$ cat src/rtl/calc2_port_responder.sv
// Responder side of one CALC2 port: captures two-beat requests, queues them,
// and executes add/sub/shift in request order with a one-cycle response pulse.
module calc2_port_responder #(
    parameter int DEPTH     = 4,
    parameter int ADD_LAT   = 3,
    parameter int SHIFT_LAT = 2
) (
    input  logic        c_clk,
    input  logic        reset,
    input  logic [0:3]  req_cmd,
    input  logic [0:1]  req_tag,
    input  logic [0:31] req_data,
    output logic [0:1]  out_resp,
    output logic [0:31] out_data,
    output logic [0:1]  out_tag,
    output logic        err_drop
);

    localparam int DATA_W  = 32;
    localparam int AW      = (DEPTH > 1) ? $clog2(DEPTH) : 1;
    localparam int MAX_LAT = (ADD_LAT > SHIFT_LAT) ? ADD_LAT : SHIFT_LAT;
    localparam int CNT_W   = $clog2(MAX_LAT) + 1;
    localparam logic [AW:0] FULL_CNT = (AW+1)'(DEPTH);

    typedef enum logic { CAP_IDLE, CAP_OP2 } cap_state_t;
    typedef enum logic { EX_IDLE, EX_BUSY } ex_state_t;

    typedef struct packed {
        logic [3:0]        cmd;
        logic [1:0]        tag;
        logic [DATA_W-1:0] op1;
        logic [DATA_W-1:0] op2;
    } req_t;

    // Returns {resp, data}; any out-of-range result collapses to resp 2 / data 0.
    function automatic logic [DATA_W+1:0] alu_sat(input logic [3:0] cmd,
                                                  input logic [DATA_W-1:0] op1,
                                                  input logic [DATA_W-1:0] op2);
        logic [DATA_W:0] sum;
        sum     = {1'b0, op1} + {1'b0, op2};
        alu_sat = {2'd2, {DATA_W{1'b0}}};
        case (cmd)
            4'd1: if (!sum[DATA_W]) alu_sat = {2'd1, sum[DATA_W-1:0]};
            4'd2: if (op2 <= op1)   alu_sat = {2'd1, op1 - op2};
            4'd5: alu_sat = {2'd1, op1 << op2[4:0]};
            4'd6: alu_sat = {2'd1, op1 >> op2[4:0]};
            default: ;
        endcase
    endfunction

    function automatic logic is_shift(input logic [3:0] cmd);
        is_shift = (cmd == 4'd5) || (cmd == 4'd6);
    endfunction

    cap_state_t        cap_state, cap_next;
    ex_state_t         ex_state, ex_next;
    logic [3:0]        cmd_p0;
    logic [1:0]        tag_p0;
    logic [DATA_W-1:0] op1_p0;
    logic              vld_p0;
    req_t              mem [DEPTH];
    logic [AW-1:0]     wr_ptr, rd_ptr;
    logic [AW:0]       count;
    logic              full, push_ok, pop, fire;
    req_t              head, req_p1;
    logic [CNT_W-1:0]  cnt;
    logic [DATA_W+1:0] res_p1;

    // Stage p0: two-beat request capture
    always_comb begin
        cap_next = cap_state;
        vld_p0   = 1'b0;
        case (cap_state)
            CAP_IDLE: if (req_cmd != 4'd0) cap_next = CAP_OP2;
            CAP_OP2: begin
                vld_p0   = 1'b1;
                cap_next = CAP_IDLE;
            end
            default: cap_next = CAP_IDLE;
        endcase
    end

    always_ff @(posedge c_clk) begin
        if (cap_state == CAP_IDLE && req_cmd != 4'd0) begin
            cmd_p0 <= req_cmd;
            tag_p0 <= req_tag;
            op1_p0 <= req_data;
        end
    end

    // Queue: a push on a full queue survives only if the same edge pops
    assign full    = (count == FULL_CNT);
    assign head    = mem[rd_ptr];
    assign push_ok = vld_p0 && (!full || pop);

    always_ff @(posedge c_clk) begin
        if (push_ok) mem[wr_ptr] <= '{cmd: cmd_p0, tag: tag_p0, op1: op1_p0, op2: req_data};
        if (pop)     req_p1 <= head;
    end

    // Stage p1: execute with per-command latency
    always_comb begin
        ex_next = ex_state;
        pop     = 1'b0;
        fire    = 1'b0;
        case (ex_state)
            EX_IDLE: if (count != '0) begin
                pop     = 1'b1;
                ex_next = EX_BUSY;
            end
            EX_BUSY: if (cnt == '0) begin
                fire    = 1'b1;
                ex_next = EX_IDLE;
            end
            default: ex_next = EX_IDLE;
        endcase
    end

    assign res_p1 = alu_sat(req_p1.cmd, req_p1.op1, req_p1.op2);

    always_ff @(posedge c_clk or posedge reset) begin
        if (reset) begin
            cap_state <= CAP_IDLE;
            ex_state  <= EX_IDLE;
            wr_ptr    <= '0;
            rd_ptr    <= '0;
            count     <= '0;
            cnt       <= '0;
            err_drop  <= 1'b0;
            out_resp  <= '0;
            out_data  <= '0;
            out_tag   <= '0;
        end else begin
            cap_state <= cap_next;
            ex_state  <= ex_next;
            if (push_ok) wr_ptr <= wr_ptr + 1'b1;
            if (pop)     rd_ptr <= rd_ptr + 1'b1;
            case ({push_ok, pop})
                2'b10:   count <= count + 1'b1;
                2'b01:   count <= count - 1'b1;
                default: ;
            endcase
            if (vld_p0 && full && !pop) err_drop <= 1'b1;
            if (pop)
                cnt <= is_shift(head.cmd) ? CNT_W'(SHIFT_LAT - 1) : CNT_W'(ADD_LAT - 1);
            else if (ex_state == EX_BUSY && cnt != '0)
                cnt <= cnt - 1'b1;
            // Stage p2: single-cycle response pulse
            if (fire) begin
                out_resp <= res_p1[DATA_W+1:DATA_W];
                out_data <= res_p1[DATA_W-1:0];
                out_tag  <= req_p1.tag;
            end else begin
                out_resp <= '0;
                out_data <= '0;
                out_tag  <= '0;
            end
        end
    end

endmodule
$ cat config.mk
export PLATFORM = sky130hd
export DESIGN_NAME = calc2_port_responder
export DESIGN_NICKNAME = d
export VERILOG_FILES = /design/src/rtl/calc2_port_responder.sv
export SDC_FILE = /design/constraint.sdc
export NUM_CORES = 1
export LEC_CHECK = 0
export ABC_AREA = 1
export ABC_CLOCK_PERIOD_IN_PS = 6800
export CELL_PAD_IN_SITES_DETAIL_PLACEMENT = 0
export CELL_PAD_IN_SITES_GLOBAL_PLACEMENT = 2
export CORE_MARGIN = 4
export CORE_UTILIZATION = 39
export CTS_CLUSTER_DIAMETER = 120
export CTS_CLUSTER_SIZE = 25
export DETAILED_ROUTE_END_ITERATION = 16
export PLACE_DENSITY = 0.8
export SKIP_LAST_GASP = 1
export SLEW_MARGIN = 5
export SYNTH_ARGS = -nofsm -noshare
export SYNTH_HDL_FRONTEND = slang
export SYNTH_SLANG_ARGS = --single-unit
$ cat constraint.sdc
create_clock -name c_clk -period 6.8 [get_ports c_clk]
set_clock_uncertainty 0.2 [all_clocks]
set_input_delay 0.68 -clock c_clk [delete_from_list [all_inputs] [get_ports c_clk]]
set_output_delay 0.68 -clock c_clk [all_outputs]
set_load 0.01 [all_outputs]
Yosys cells after proc, flatten, opt, wreduce, memory -nomap -nowiden
Memory sizes are Yosys's and may differ from the RTL's.
Cells that the tools add are included.
- bitwise gates (word level): 2
- order comparisons: 1
- equality and inequality tests: 9
- add/subtract/negate cells: 7
- reductions and logical operators: 15
- shift operators: 2
- muxes and demuxes: 21
- operators by type and width (operator ; number):
    34-bit case mux with 4 select lines ; 1
    34-bit two-way mux ; 2
    32-bit by 32-bit adder with 33-bit output ; 1
    32-bit less-or-equal comparator ; 1
    32-bit two-way mux ; 1
    32-bit by 5-bit left shift with 32-bit output ; 1
    32-bit by 5-bit right shift with 32-bit output ; 1
    32-bit subtractor ; 1
    4-bit by 3-bit == test with 1-bit output, second input constant ; 4
    1-bit two-way mux ; 9
    2-bit two-way mux ; 3
    3-bit two-way mux ; 2
    3-bit case mux with 2 select lines ; 1
    3-bit nonzero test ; 2
    3-bit by 1-bit subtractor with 3-bit output, second input constant ; 2
    1-bit logical AND ; 5
    2-bit by 1-bit adder with 2-bit output, second input constant ; 2
    4-bit by 1-bit == test with 1-bit output, second input constant ; 1
    4-bit by 2-bit == test with 1-bit output, second input constant ; 1
    1-bit case mux with 2 select lines ; 2
    2-bit nonzero test ; 2
    4-bit nonzero test ; 1
    3-bit by 1-bit adder with 3-bit output, second input constant ; 1
    3-bit == test, second input constant ; 1
    6 further kinds ; 9
- bits in registers: 157
- bits in writable memories: 280
- logic and storage cells: 75
- memories: 1
- memories (name ; words ; width ; rd ports ; clocked after memory_dff ; write ports ; RTL line ; RTL):
    mem ; 4 ; 70 ; 1 ; 0 ; 1 ; 61 ; req_t mem [DEPTH];

Longest topological paths before layout
Gate-level depths: netlist of the first run.
- depth after elaboration: 7
- gate-level depth with buffers: 21
- mapped depth without buffers: 18

Worst setup path before layout of the first run
No wires, ideal clock.
- kind: reg2reg
- start point: reg count[0]
- end point: reg count[2]
- setup slack: 1.031 ns
- stages on the path, launching flop included: 9
- clock period less this slack: 5.769 ns
- data arrival time: 5.439 ns
- cells stage by stage: dfrtp_1 nor2_1 a21oi_1 ha_1 inv_1 fa_1 a21oi_1 o21ai_0 xor2_1
- word-level cells in the longest chain between the ends: 7
- ends and longest elaborated chain (what ; RTL line ; RTL):
    start: declaration ; 63 ; logic [AW:0] count;
    start signal: assignment ; 139 ; 2'b10: count <= count + 1'b1;
    start signal: assignment ; 140 ; 2'b01: count <= count - 1'b1;
    3-bit nonzero test (*) ; 107 ; EX_IDLE: if (count != '0) begin
    1-bit two-way mux (*) ; 107 ;
    1-bit two-way mux (*) ; 106 ; case (ex_state)
    named net pop ; 64 ; logic full, push_ok, pop, fire;
    1-bit logical OR ; 94 ; assign push_ok = vld_p0 && (!full || pop);
    1-bit logical AND ; 94 ;
    2-bit by 1-bit == test with 1-bit output / 2-bit == test (equally long branches) ; 138 ; case ({push_ok, pop})
    3-bit case mux with 2 select lines / 2-bit nonzero test (equally long branches) ; n/a ;
The timed path passes the listed nets; every way through them passes the cells marked *.
A chain may end at the register's enable or synchronous reset.

Worst setup path in the final report of the first run
- start point: reg req_p1[0] in the netlist's numbering
- end point: reg out_data[8] in the netlist's numbering
- word-level cells in the longest chain between the ends: 4
- ends and longest elaborated chain (what ; RTL line ; RTL):
    start: declaration ; 65 ; req_t head, req_p1;
    start signal: assignment ; 98 ; if (pop) req_p1 <= head;
    32-bit subtractor, or another cell as far along ; 44 ; 4'd2: if (op2 <= op1) alu_sat = {2'd1, op1 - op2};
    34-bit two-way mux, on equally long branches ; 44, 43 ;
    34-bit case mux with 4 select lines (*) ; 42 ; case (cmd)
    32-bit two-way mux (*) ; 149 ; if (fire) begin
    end signal: assignment ; 151 ; out_data <= res_p1[DATA_W-1:0];
    end: declaration ; 14 ; output logic [0:31] out_data,
Mark *: on every way between the ends. The rest lies on a longest branch, timed or not.

==> metrics, run 1 <==
Crit Path Category register to register; Hold WC Path Type register to register; die footprint 0.0664 mm^2; most common cell after layout, fill and taps aside nand2_1; GRT met1 Usage 34.9%; Critical Path Max Stage Delay 790 ps; height of the die ~260 um; register area share after synthesis between 50% and 60%; Ant. Diodes 0; Die Wd 258 um; clock slew at reported path FFs 90 ps; Crit-path slowest cell a21oi_1; WP buf/inv 1; gr ovfl total 0; Max clock buf depth 3; Port Buf Inserts 76; most crowded layer after global routing met2; Worst setup SP type register; nets 3,002; Detailed Place HPWL between 60,000 and 70,000 um; FILL cells about 6,200; min cycle time layout 3640 ps; Synth area leaders edfxtp_1 (48%), nand2_1 (12%), nor2_1 (5.7%), nand3_1 (5.7%), inv_1 (5.3%); Critical Path RT 7060 ps; antenna viol nets, final 0; Iter 0 DRT Violations 1,628; CP endpoint kind register; H-Tree Depth 1; Mapped Area ~0.024 mm^2; total negative slack 0 ps; Max Transition Viols Final 0; Synth Area per Inst around 8.4 um^2; DR pass1 iterations 8; Via density slightly above 5; root buffer cell clkbuf_16; Synth top area share between 40% and 50%; setup violators final 0; syn_nets approximately 3,000; max_cap viols 0; # IOs just under 80; Rows 91; RSZ-0062 raised after global routing false; outcome completed; CP Max Fanout slightly below 50; Synth cell types 44; Cells after Synth about 2,900; worst-skew pair later-pin latency 590 ps; most frequent cells in the layout nand2_1 (771), edfxtp_1 (388), nor2_1 (362); WL/cell around 22 um; crit path cell chain inv_2, a21oi_1, nand2_1, nand3_1, nand3_1, nand3_1, nand2_1, nor2_1, nand2_1, nor2_1, nor2_1; GR Util met2 between 30% and 40%; met3 Usage GRT approximately 3.4%; TritonCTS Buffers 23; CTS tree built; first-pass GRT wire length around 120,000 um; Critical Path AT about 3900 ps; area leader, netlist edfxtp_1; delay-heaviest family, CP simple AND/OR/NAND/NOR gates; Final period util roughly 54%; area grow syn2layout 8.74%; # resized after CTS 0; DR vias 19,400; gpl congestion between 0.9 and 1; total wire length 82,900 um; initial antenna violation count 2; fraction of layout cells with a size suffix above 1 roughly 3.7%; all-layer global routing usage roughly a quarter; total core area roughly 0.062 mm^2; Clock Sink Count 437; largest net degree at the start of global routing 89; Seq cells post-synth between 400 and 500; Post-CTS Hold Buffers 0; Final Hold Vio Count 0; vias in the first global route ~19,000; normalized max-slew margin 32.8%; Fmax 275 MHz; # Post-CTS Setup Buffers 0; Starting Density 39.4%; yosys warns 0; DR DRC count 0; Tightest Pin Transition ~1000 ps
==> kinds of logic after synthesis <==
logic type / share of synthesized area [%]
xor+xnor: 0.937
flops: 53.0
compound gates: 8.79
fa+ha+maj: 3.95
buf+inv: 7.99
mux: 0.124
simple gates: 25.2
==> synth_stat cells, drive strengths merged <==
| master | number |
|---|---|
| a21oi | 85 |
| o21ai | 183 |
| a21o | 1 |
| fa | 3 |
| o22ai | 69 |
| buf | 63 |
| a21boi | 7 |
| o21bai | 8 |
| inv | 349 |
| or2 | 6 |
| o21a | 7 |
| a31oi | 3 |
| nand3b | 1 |
| clkinv | 2 |
| nor2 | 378 |
| xnor2 | 2 |
| nor4 | 2 |
| nand3 | 277 |
| and3 | 6 |
| nand2 | 781 |
| and2 | 6 |
| edfxtp | 388 |
| nor3 | 10 |
| nand4 | 19 |
| dfrtp | 49 |
| clkbuf | 69 |
| mux2i | 3 |
| ha | 72 |
| xor2 | 24 |
| o211ai | 20 |
==> flip-flops by register name, summed over array words and instances (netlist names), 3 cells and up <==
register and flops:
mem 280, op1_p0 32, cmd_p0 4, count 3
req_p1 70, out_data 32, cnt 3
==> worst paths after layout <==
kind / startpoint / slack, ps / endpoint / cells after the start
hold reg to reg: req_p1[64]$_DFFE_PP_ / 280 / out_tag[1]$_DFF_PP0_ / 2
min in group asynchronous: reset / 430 / cnt[2]$_DFFE_PP0P_ / 3
max in group asynchronous: reset / 5400 / rd_ptr[0]$_DFFE_PP0P_ / 3
setup / recovery: req_p1[0]$_DFFE_PP_ / 3160 / out_data[8]$_DFF_PP0_ / 11
hold / removal: req_p1[64]$_DFFE_PP_ / 280 / out_tag[1]$_DFF_PP0_ / 2
setup reg to reg: req_p1[0]$_DFFE_PP_ / 3160 / out_data[8]$_DFF_PP0_ / 11
==> metrics by stage <==
| step | std cells | hold WS [ps] | worst slack [ps] | util (%) | area [um^2] |
|---|---|---|---|---|---|
| floorplan | 2893 | 248 | 1030 | - | 24300 |
| global placement | 3699 | 262 | 3240 | 41.7 | 25700 |
| detailed placement | 3699 | 263 | 3240 | 41.7 | 25700 |
| CTS | 3734 | 288 | 3220 | 42.8 | 26400 |
| global route | 3734 | 310 | 2870 | 42.8 | 26400 |
| finish | 3734 | 276 | 3160 | 42.8 | 26400 |
==> worst min-delay path: cells and delay by family, from the launching register on <==
family                 cells  cell delay (ps)
flip-flops                 1              330
AND/OR/NAND/NOR            1               80
buffers and inverters      1               30
==> area by class of cell <==
| cell class | instances | area (um^2) | share of cell area, % |
|---|---|---|---|
| clock buffer | 29 | 598 | 2.26 |
| inverter | 351 | 1320 | 5.00 |
| tap | 837 | 1050 | 3.96 |
| multi-input combinational | 1973 | 9540 | 36.1 |
| clock inverter | 6 | 86.3 | 0.327 |
| timing repair buffer | 101 | 948 | 3.59 |
| sequential | 437 | 12900 | 48.8 |
==> layer usage <==
layer	vias up	wire length (um)
met5	-	33
met4	4	3060
met3	99	4450
met2	519	37400
met1	9260	37900
li1	9498	-
Power of run 1 is not shown: default switching activity piles up to over one toggle a cycle in this logic, so the estimate is an artifact.
==> inputs of run 2 (changes only) <==
Settings changed: ABC_CLOCK_PERIOD_IN_PS 6800 to 3300, CORE_UTILIZATION 39 to 35, PLACE_DENSITY 0.8 to 0.76.
Clock period 6.8 ns to 3.3 ns, I/O delays scaled along.
==> run 2 against run 1 <==
  * Via count increased by 2.7%
  * Non-clock buffer count increased by 90
  * Sequential cell count unchanged
  * Cell count increased by 5.2%
  * Sequential share of layout area decreased by 2.0 points
  * Global-route usage decreased by 1.9 points
  * Final area increased by 4.2%
  * First-iteration DRC count increased by 5.5%
  * Fmax increased by 15%
  * Critical path type unchanged
  * Largest cell class unchanged
  * Highest routed layer is now met4
==> metrics, run 2 (synthesis results as in run 1) <==
outcome completed; Port Buf Inserts 76; area grow syn2layout 13.4%; DR pass1 iterations 5; total core area approximately 0.07 mm^2; Tightest Pin Transition slightly above 800 ps; Hold WS about 83 ps; WP buf/inv 2; Final period util a little over nine tenths; r2r worst-path depth 12; Critical Path RT approximately 3600 ps; Iter 0 DRT Violations roughly 1,700; Critical Path AT ~3500 ps; # IOs just under 80; Hold WC Path Type input pin to register; Final Instance Area ~0.028 mm^2; placed cell areas approximately 0.027 mm^2; DR DRC count 0; Starting Density 35.4%; Rows between 90 and 100; Crit Path Category register to register; Clock Sink Count around 440; critical path depth 12; Crit-path slowest cell ha_2; Worst setup SP type register; H-Tree Depth 1; height of the die about 270 um; max_cap viols 0; WL/cell about 22 um; antenna viol nets, final 0; Max clock buf depth 3; Die Wd between 200 and 300 um; vias in the first global route ~19,000; Detailed Place HPWL about 64,000 um; Hold Path Stages 1; fraction of layout cells with a size suffix above 1 under 10%; # Post-CTS Setup Buffers 0; RSZ-0062 raised after global routing false; crit path cell chain ha_2, nor2_1, a21oi_1, nand2_1, a21oi_2, nand2_2, nor2_4, buf_12, nand3_1, nand3_1, nand2_1, inv_1; largest net degree at the start of global routing about 110; final worst-path setup slack about 140 ps; worst-skew pair later-pin latency a little over 600 ps; most common cell after layout, fill and taps aside nand2_1; CTS tree built; min cycle time layout about 3200 ps; Biggest register mem; clock slew at reported path FFs 90 ps; DP Worst Slack just over 70 ps; gr ovfl total 0; all-layer global routing usage between 20% and 30%; normalized max-slew margin between 40% and 50%; DR vias around 20,000; CP endpoint kind register; Final Hold Vio Count 0; initial antenna violation count 2; most frequent cells in the layout nand2_1 (771), edfxtp_1 (388), nor2_1 (361); CP Max Fanout 30; nets between 3,000 and 4,000; TritonCTS Buffers 24; Largest register FFs 280; Fmax between 300 and 400 MHz; first-pass GRT wire length 126,000 um; Critical Path Max Stage Delay between 500 and 600 ps; gpl congestion just over 0.9; Max Transition Viols Final 0; total wire length approximately 85,000 um; Via density roughly 5.1; setup violators final 0; delay-heaviest family, CP simple AND/OR/NAND/NOR gates; root buffer cell clkbuf_16; Top Registers mem: 280 flops, req_p1: 70 flops; die footprint between 0.07 and 0.08 mm^2
## run 2: area by class of cell
class / count / area, um^2
inverter: 351 / 1320
tap: 931 / 1160
timing repair buffer: 191 / 1810
multi-input combinational: 1973 / 9550
antenna: 1 / 2.50
clock buffer: 36 / 656
clock inverter: 7 / 155
fill: 7007 / 41200
sequential: 437 / 12900
## run 2: metrics by stage
step / TNS, ps / cells / utilization [%]
after floorplan: -288200 / 2893 / -
after global placement: 0 / 3882 / 38.9
after detailed placement: 0 / 3882 / 38.9
after CTS: 0 / 3926 / 40.1
after global routing: 0 / 3926 / 40.1
final: 0 / 3927 / 40.1
## run 2: per-layer routing
layer  wire length, um  global-route usage, %  vias to the layer above
met5                 0                      0                        -
met4              2570                   5.64                        0
met3              4240                   2.44                       73
met2             39400                   37.0                      564
met1             39100                   32.4                     9571
li1                  -                      -                     9699
## run 2: worst paths after layout
check / end / start / slack [ps]
worst min-delay path: tag_p0[1]$_DFFE_PP_ / req_tag[0] / 80
max in group asynchronous: out_data[19]$_DFF_PP0_ / reset / 1620
min in group asynchronous: out_data[13]$_DFF_PP0_ / reset / 490
worst max-delay path: out_data[9]$_DFF_PP0_ / req_p1[55]$_DFFE_PP_ / 140
worst min register to register: err_drop$_DFFE_PP0P_ / err_drop$_DFFE_PP0P_ / 290
worst max register to register: out_data[9]$_DFF_PP0_ / req_p1[55]$_DFFE_PP_ / 140
## run 2: repair_timing
item / 4_1_cts / 5_1_grt
endpoints found under the hold margin: 15 / 0
hold buffers: 1 / 0
setup endpoints to repair: 0 / 17
resized for setup: 0 / 3
## run 2: worst register-to-register path: stages (launching register included)
cell and delay [ps]:
edfxtp_1 520, ha_2 540, nor2_1 130, a21oi_1 350
nand2_1 180, a21oi_2 270, nand2_2 100, nor2_4 110
buf_12 230, nand3_1 210, nand3_1 130, nand2_1 70
inv_1 70
Power of run 2 is left out for the same reason.
==> inputs of run 3 (changes only) <==
==> constraint.sdc (replaced) <==
create_clock -name c_clk -period 3.3 [get_ports c_clk]
set_clock_uncertainty 0.2 [all_clocks]
set_input_delay 0.99 -clock c_clk [delete_from_list [all_inputs] [get_ports c_clk]]
set_output_delay 0.99 -clock c_clk [all_outputs]
set_load 0.01 [all_outputs]
==> run 3 against run 2 <==
  * Worst setup slack improved by 22 ps
  * Die area unchanged
  * Fmax up 0.70%
  * Non-clock buffer count decreased by 24
  * First-iteration DRC count down 6.5%
  * Via count shrank 1.7%
  * Global-route usage shrank 0.37 points
  * Count of clock-buffer cells in the layout shrank 5
  * Register-to-register slack improved by 20 ps
  * Largest cell class unchanged
  * Hold slack improved by 210 ps
  * Critical endpoint is now out_data[24]$_DFF_PP0_
  * Utilization down 0.32 points
  * Routed wire length is 1.7% lower
==> metrics, run 3 (synthesis results as in run 1) <==
outcome completed; largest net degree at the start of global routing 128; Starting Density between 30 and 40%; CP Max Fanout 17; Hold WC Path Type register to register; Die Wd 271 um; total core area 0.0687 mm^2; height of the die 271 um; WL/cell between 20 and 25 um; H-Tree Depth 1; total negative slack 0 ps; Post-CTS Hold Buffers 0; gr ovfl total 0; most common cell after layout, fill and taps aside nand2_1; vias in the first global route ~19,000; Top Registers mem: 280 flops, req_p1: 70 flops; Port Buf Inserts between 70 and 80; min cycle time layout 3140 ps; TritonCTS Buffers 24; Via density roughly 5; Crit Path Category register to register; die footprint 0.0737 mm^2; DR vias just under 20,000; antenna viol nets, final 0; Largest register FFs between 200 and 300; clock slew at reported path FFs around 100 ps; Final Hold Vio Count 0; max_cap viols 0; # Post-CTS Setup Buffers 0; fraction of layout cells with a size suffix above 1 6.00%; DR pass1 iterations 5; nets between 3,000 and 4,000; Fmax around 320 MHz; Critical Path AT around 3400 ps; Final period util approximately 95%; first-pass GRT wire length 124,000 um; Critical Path RT around 3600 ps; WP buf/inv 3; Tightest Pin Transition about 850 ps; Critical Path Max Stage Delay 560 ps; CP endpoint kind register; setup violators final 0; Max clock buf depth 3; delay-heaviest family, CP simple AND/OR/NAND/NOR gates; normalized max-slew margin a little over two fifths; Max Transition Viols Final 0; Worst setup SP type register; crit path cell chain inv_2, buf_4, a21boi_0, nand2_1, nand3_1, nand2_1, nand3_1, nand2_1, nor2_1, nand3_1, nand2_1, inv_1; RSZ-0062 raised after global routing false; DR DRC count 0; worst-skew pair later-pin latency ~600 ps; Crit-path slowest cell edfxtp_1; Hold WS between 200 and 300 ps; Iter 0 DRT Violations around 1,600; # IOs between 70 and 80; Biggest register mem; initial antenna violation count 3; CTS tree built; all-layer global routing usage between 20 and 25%; Rows 96; Clock Sink Count approximately 440; Crit path top cell by count nand2_1; Detailed Place HPWL between 60,000 and 70,000 um; root buffer cell clkbuf_16; most frequent cells in the layout nand2_1 (771), edfxtp_1 (388), nor2_1 (362); total wire length approximately 84,000 um; gpl congestion ~0.94; area grow syn2layout 12.5%
==> run 3: cell types whose count changed in the layout (fill, tap and decap cells not counted), moves of 3 or more <==
| cell | change |
|---|---|
| buf_4 | -24 |
| clkbuf_1 | -5 |
| clkinv_8 | +3 |
| inv_12 | -3 |
==> run 3: final timing paths <==
| path | start | endpoint | slack [ps] | cells past startpoint |
|---|---|---|---|---|
| setup / recovery | req_p1[0]$_DFFE_PP_ | out_data[24]$_DFF_PP0_ | 160 | 12 |
| hold / removal | req_p1[64]$_DFFE_PP_ | out_tag[1]$_DFF_PP0_ | 290 | 2 |
| setup reg to reg | req_p1[0]$_DFFE_PP_ | out_data[24]$_DFF_PP0_ | 160 | 12 |
| hold reg to reg | req_p1[64]$_DFFE_PP_ | out_tag[1]$_DFF_PP0_ | 290 | 2 |
| max in group asynchronous | reset | out_data[17]$_DFF_PP0_ | 1640 | 3 |
| min in group asynchronous | reset | out_data[5]$_DFF_PP0_ | 620 | 2 |
==> run 3: final cells by class <==
class	count	area, um^2
inverter	351	1320
clock inverter	7	115
multi-input combinational	1973	9550
clock buffer	31	648
antenna	1	2.50
timing repair buffer	167	1640
sequential	437	12900
fill	7012	41400
tap	931	1160
==> run 3: metal layers <==
layer  vias to the layer above  routed length (um)  global-route usage (%)  part of all wire [%]
met2                       514               38500                    36.3                    46
met5                         -                   0                       0                     0
met3                        78                4060                    2.11                   4.8
met4                         0                2150                    5.19                   2.6
li1                       9635                   -                       -                     -
met1                      9345               39200                    32.3                    47
==> run 3: metrics by stage <==
stage / instances / setup WS (ps) / area [um^2] / utilization [%]
after detailed placement: 3859 / 145 / 26600 / 38.6
after global routing: 3897 / 37.2 / 27300 / 39.8
after global placement: 3859 / 181 / 26600 / 38.6
after CTS: 3897 / 104 / 27300 / 39.8
final: 3898 / 163 / 27300 / 39.8
after floorplan: 2893 / -1020 / 24300 / -
==> run 3: worst reg2reg max path: cells and delay by family, from the launching register on <==
kind	cells	cell delay (ps)
compound gates	1	480
simple gates	8	1270
buf+inv	3	510
flops	1	560
==> run 3: repair_timing <==
action                                 CTS  global route
setup endpoints to repair                0            23
endpoints found under the hold margin    0             0
resized for setup                        0             2
Power of run 3 is left out for the same reason.
